$ cat config.mk
export PLATFORM = sky130hd
export DESIGN_NAME = bus_arbiter_rr
export DESIGN_NICKNAME = d
export VERILOG_FILES = /design/src/rtl/bus_arbiter_rr.sv
export SDC_FILE = /design/constraint.sdc
export NUM_CORES = 1
export LEC_CHECK = 0
export CAP_MARGIN = 5
export CORE_AREA = 10 10 100 102
export CTS_CLUSTER_DIAMETER = 80
export DETAILED_ROUTE_END_ITERATION = 10
export DIE_AREA = 0 0 110 112
export PLACE_DENSITY_LB_ADDON = 0.2
export SKIP_CTS_REPAIR_TIMING = 1
export SYNTH_ARGS = -nofsm -noshare
export SYNTH_HDL_FRONTEND = slang
export SYNTH_SLANG_ARGS = --single-unit
$ cat constraint.sdc
create_clock -name clk -period 2.7 [get_ports clk]
set_clock_uncertainty 0.2 [all_clocks]
set_input_delay 0.54 -clock clk [delete_from_list [all_inputs] [get_ports clk]]
set_output_delay 0.54 -clock clk [all_outputs]
set_load 0.05 [all_outputs]
$ cat src/rtl/bus_arbiter_rr.sv
// ---------------------------------------------------------------------------
// bus_arbiter_rr
//
// Round-robin read arbiter that shares one pixel-memory read port among
// NUM_CLIENTS strip drivers. Each client presents a level request plus an
// address and receives a one-cycle data_rdy pulse together with its own
// held data lane. The memory may be asynchronous (MEM_LATENCY = 0) or
// pipelined (MEM_LATENCY cycles from address to data).
//
// A transaction always walks IDLE -> WAIT (MEM_LATENCY+1 cycles) -> RESP,
// so the port serves one read every 3+MEM_LATENCY cycles.
//
// Ports
//   clk            system clock, all state changes on the rising edge
//   rst            synchronous, active-high reset
//   data_req       per-client read request (level, held until data_rdy)
//   data_addr      client i address at [i*ADDRESS_WIDTH +: ADDRESS_WIDTH]
//   data           client i read data at [i*DATA_WIDTH +: DATA_WIDTH]
//   data_rdy       one-cycle completion pulse per client (at most one set)
//   mem_data_addr  registered address to memory, holds its value when idle
//   mem_rd_en      high while a read is outstanding
//   mem_data       read data returned by memory
// ---------------------------------------------------------------------------
module bus_arbiter_rr #(
  parameter int NUM_CLIENTS   = 4,
  parameter int ADDRESS_WIDTH = 10,
  parameter int DATA_WIDTH    = 8,
  parameter int MEM_LATENCY   = 0
) (
  input  logic                                 clk,
  input  logic                                 rst,
  input  logic [NUM_CLIENTS-1:0]               data_req,
  input  logic [NUM_CLIENTS*ADDRESS_WIDTH-1:0] data_addr,
  output logic [NUM_CLIENTS*DATA_WIDTH-1:0]    data,
  output logic [NUM_CLIENTS-1:0]               data_rdy,
  output logic [ADDRESS_WIDTH-1:0]             mem_data_addr,
  output logic                                 mem_rd_en,
  input  logic [DATA_WIDTH-1:0]                mem_data
);

  localparam int PW = (NUM_CLIENTS > 1) ? $clog2(NUM_CLIENTS) : 1;
  localparam int LW = (MEM_LATENCY > 0) ? $clog2(MEM_LATENCY + 1) : 1;

  localparam logic [LW-1:0] LAT_INIT    = LW'(MEM_LATENCY);
  localparam logic [PW-1:0] LAST_CLIENT = PW'(NUM_CLIENTS - 1);

  typedef enum logic [1:0] {
    IDLE = 2'd0,
    WAIT = 2'd1,
    RESP = 2'd2
  } state_t;

  state_t                          state_q;
  logic [PW-1:0]                   rr_ptr_q;
  logic [PW-1:0]                   grant_q;
  logic [PW-1:0]                   grant_d;
  logic                            found_d;
  logic [LW-1:0]                   lat_cnt_q;
  logic [NUM_CLIENTS*DATA_WIDTH-1:0] data_q;
  logic [NUM_CLIENTS-1:0]          data_rdy_q;
  logic [ADDRESS_WIDTH-1:0]        mem_addr_q;
  logic                            mem_rd_en_q;
  logic [PW-1:0]                   rr_next;

  // Scan from rr_ptr upwards with wrap-around. The loop runs from the
  // farthest offset down to offset 0 so the closest requester to rr_ptr
  // is the last (and therefore winning) assignment.
  always_comb begin
    int idx;
    grant_d = '0;
    found_d = 1'b0;
    idx     = 0;
    for (int k = NUM_CLIENTS - 1; k >= 0; k--) begin
      idx = int'(rr_ptr_q) + k;
      if (idx >= NUM_CLIENTS) begin
        idx = idx - NUM_CLIENTS;
      end
      if (data_req[PW'(idx)]) begin
        grant_d = PW'(idx);
        found_d = 1'b1;
      end
    end
  end

  // Pointer moves just past the client served last, wrapping at the end.
  assign rr_next = (grant_q == LAST_CLIENT) ? '0 : grant_q + 1'b1;

  always_ff @(posedge clk) begin
    if (rst) begin
      state_q     <= IDLE;
      rr_ptr_q    <= '0;
      grant_q     <= '0;
      lat_cnt_q   <= '0;
      data_q      <= '0;
      data_rdy_q  <= '0;
      mem_addr_q  <= '0;
      mem_rd_en_q <= 1'b0;
    end else begin
      case (state_q)
        IDLE: begin
          if (found_d) begin
            grant_q     <= grant_d;
            mem_addr_q  <= data_addr[int'(grant_d)*ADDRESS_WIDTH +: ADDRESS_WIDTH];
            mem_rd_en_q <= 1'b1;
            lat_cnt_q   <= LAT_INIT;
            state_q     <= WAIT;
          end
        end
        WAIT: begin
          // The address stays on the bus while the memory pipeline fills;
          // data is captured once the countdown reaches zero.
          if (lat_cnt_q != '0) begin
            lat_cnt_q <= lat_cnt_q - 1'b1;
          end else begin
            data_q[int'(grant_q)*DATA_WIDTH +: DATA_WIDTH] <= mem_data;
            data_rdy_q[grant_q] <= 1'b1;
            mem_rd_en_q         <= 1'b0;
            state_q             <= RESP;
          end
        end
        RESP: begin
          data_rdy_q <= '0;
          rr_ptr_q   <= rr_next;
          state_q    <= IDLE;
        end
        default: begin
          state_q <= IDLE;
        end
      endcase
    end
  end

  assign data          = data_q;
  assign data_rdy      = data_rdy_q;
  assign mem_data_addr = mem_addr_q;
  assign mem_rd_en     = mem_rd_en_q;

endmodule

==> run summary <==
Bufs and invs on worst path: 1
Switching Fraction: 33.09%
top cell type's share of synthesized area: 43.64%
vias in the first global route: 2,177
Post-synth ARST share: 0%
Setup crit end kind: output pin
Post-Route WL: 7274 um
sw power: 0.6133 mW
period utilization: 83.59%
final antenna-violating net count: 0
total CTS buffers: 5
synth top area cells: dfxtp_1, mux2i_1, a22oi_1, nor2_1, ha_1
maximum fanout along the worst path: 2
Reg clk slew, reported paths: 0.10 ns
residual DRC count: 0
vias per cell: 4.729
LEAKAGE: 1.317 nW
htree depth: 2
worst slew pin tran: 0.5742 ns
Hold WS: 0.2743 ns
status: finished clean
gpl congestion: 0.7750
Placed Cells: 438
Sequential Power Share: 45.8%
Max clock buf depth: 2
CTS tree: built
core area: 0.008051 mm2
cell with the largest stage delay on the worst path: clkdlybuf4s50_1
delay of the slowest cell on the worst path: 0.86 ns
most frequent cell after synthesis: dfxtp_1
Overall Power: 1.853 mW
most used flip-flop cell after synthesis: dfxtp_1
Nets: 406
crit-path leading delay family: buffers and inverters
n_diodes: 0
Avg Synthesized Cell Area: 10.21 um2
Req. time, crit path: 1.96 ns
CTS root buf: clkbuf_8
P per Cell Area: 507.0 mW/mm2
Hold WC Path Type: reg -> reg
final hold vios: 0
clock network fraction of total power: 25.2%
pin count of the biggest net entering global routing: 25
drt wl/cell: 16.31 um
FF+latch count, synth: 53
Yosys cell types: 28
Logic pwr share: 28.9%
synth cell count leaders: dfxtp_1, nor2_1, a22oi_1
Cells after Synth: 238
largest area contributor in the netlist: dfxtp_1
final count of negative-setup-slack endpoints: 0
via count: 2,109
post-place setup slack: 0.1651 ns
Detailed Route Iter0 Violations: 64
DIE AREA: 0.01232 mm2
slew margin rel.: 61.43%
Final Non-Filler Cells: 446
CP cell instances: clkdlybuf4s50_1
GRT Overall Usage: 11.27%
final instance area: 0.003656 mm2
Die X: 110 um
Crit Path Category: reg -> out
RSZ-0062 raised after global routing: no
Mapped Area: 0.002431 mm2
DP HPWL: 5648 um
Initial Utilization: 30.19%
clock sinks: 53
Post-DP Area: 0.003561 mm2
max-cap viol count: 0
Worst Setup Slack, final: 0.4429 ns
Peak VDD IR: 0.2376 mV
TNS Setup: 0 ns
final core utilization: 45.41%
TritonRoute pass-1 iters: 4
P&R area growth vs syn: 50.39%
I/O Buffers: 100
Pint: 1.240 mW
post-synthesis net count: 304
clk_lat worst skew: 0.30 ns
share of layout cells above drive strength 1: 10.56%
yosys warns: 0
Seq/Total Area, Yosys: 43.64%
initial antenna violation count: 0
fmax: 443.1 MHz
# fillers: 766
die height: 112 um
fin. max-slew vios: 0
startpoint types: flop
first-pass GRT wire length: 11,220 um
worst path arrival time: 1.52 ns
EDFF count, synth: 0
# IOs: 101
global route overflow: 0
minimum clock period: 2.257 ns
# rows: 33
## layout by cell type, fill, tap and decap left out
| cell type | Yosys | routed |
|---|---|---|
| nand2b_1 | 3 | 3 |
| nand2_2 | 2 | 2 |
| nor4b_4 | 1 | 1 |
| o221ai_2 | 10 | 10 |
| buf_4 | 1 | 3 |
| a21oi_2 | 1 | 1 |
| nor4_4 | 3 | 3 |
| inv_1 | 5 | 5 |
| o21ai_1 | 1 | 1 |
| a21o_1 | 1 | 1 |
| clkbuf_8 | 0 | 5 |
| dfxtp_1 | 53 | 53 |
| nand2b_4 | 1 | 1 |
| ha_1 | 12 | 12 |
| clkinv_4 | 0 | 2 |
| a21oi_1 | 10 | 10 |
| buf_12 | 0 | 2 |
| a22oi_1 | 32 | 32 |
| inv_6 | 0 | 1 |
| nor4_2 | 1 | 1 |
| and2b_1 | 1 | 1 |
| a22o_1 | 1 | 1 |
| nor2_1 | 44 | 44 |
| clkdlybuf4s50_1 | 0 | 100 |
| nand2_1 | 16 | 16 |
| inv_2 | 3 | 3 |
| mux2i_1 | 24 | 24 |
| nand3_1 | 2 | 2 |
| a221oi_4 | 1 | 1 |
## layer usage
layer,up-vias,part of all wire (%),track usage [%]
li1,1063,-,-
met1,965,46,13.96
met2,75,41,16.61
met3,6,12,6.344
met4,0,0.81,2.344
met5,-,0,0
## final timing paths
kind	start	end	slack (ns)	cells after the start
worst min-delay path	mem_data_addr[6]	mem_data_addr[6]	0.27	2
worst min register to register	mem_data_addr[6]	mem_data_addr[6]	0.27	2
worst max-delay path	data[18]	data[18]	0.44	1
worst max register to register	grant_q[1]	data[11]	0.46	6
## state kept, by name, indices dropped and copies added, names as in the netlist
| signal | flops |
|---|---|
| state_q | 2 |
| grant_q | 2 |
| data | 32 |
| mem_rd_en | 1 |
| rr_ptr_q | 2 |
| mem_data_addr | 10 |
| data_rdy | 4 |
## final cells by class
cell class,instances,area [um2],share of cell area (%)
sequential,53,1061,29.02
clock buffer,5,68.82,1.882
timing repair buffer,105,1064,29.09
multi-input combinational,167,1275,34.87
tap,105,131.4,3.593
clock inverter,3,26.28,0.7187
inverter,8,30.03,0.8214
## worst min-delay path: stages, from the launching register on
cell and delay, ns:
dfxtp_1 0.34, nand2_1 0.06, o221ai_2 0.05
## power groups by stage
| stage | logic, mW | registers [mW] | clock network (mW) |
|---|---|---|---|
| CTS | 0.543 | 0.850 | 0.490 |
| detailed placement | 0.542 | 0.868 | 0 |
| floorplan | 0.207 | 0.991 | 0 |
| global route | 0.573 | 0.856 | 0.516 |
| global placement | 0.538 | 0.867 | 0 |
| finish | 0.536 | 0.850 | 0.468 |
## logic make-up (layout without fill, tap and decap cells)
family | count (synthesis) | after routing | share of synthesized area (%)
and+or+nand+nor | 74 | 74 | 15.95
buffers and inverters | 18 | 121 | 3.911
AOI/OAI and AO/OA | 57 | 57 | 20.43
muxes | 24 | 24 | 9.882
adders and majority gates | 12 | 12 | 6.176
DFF | 53 | 53 | 43.64
Power figures use the tool's default switching activity.
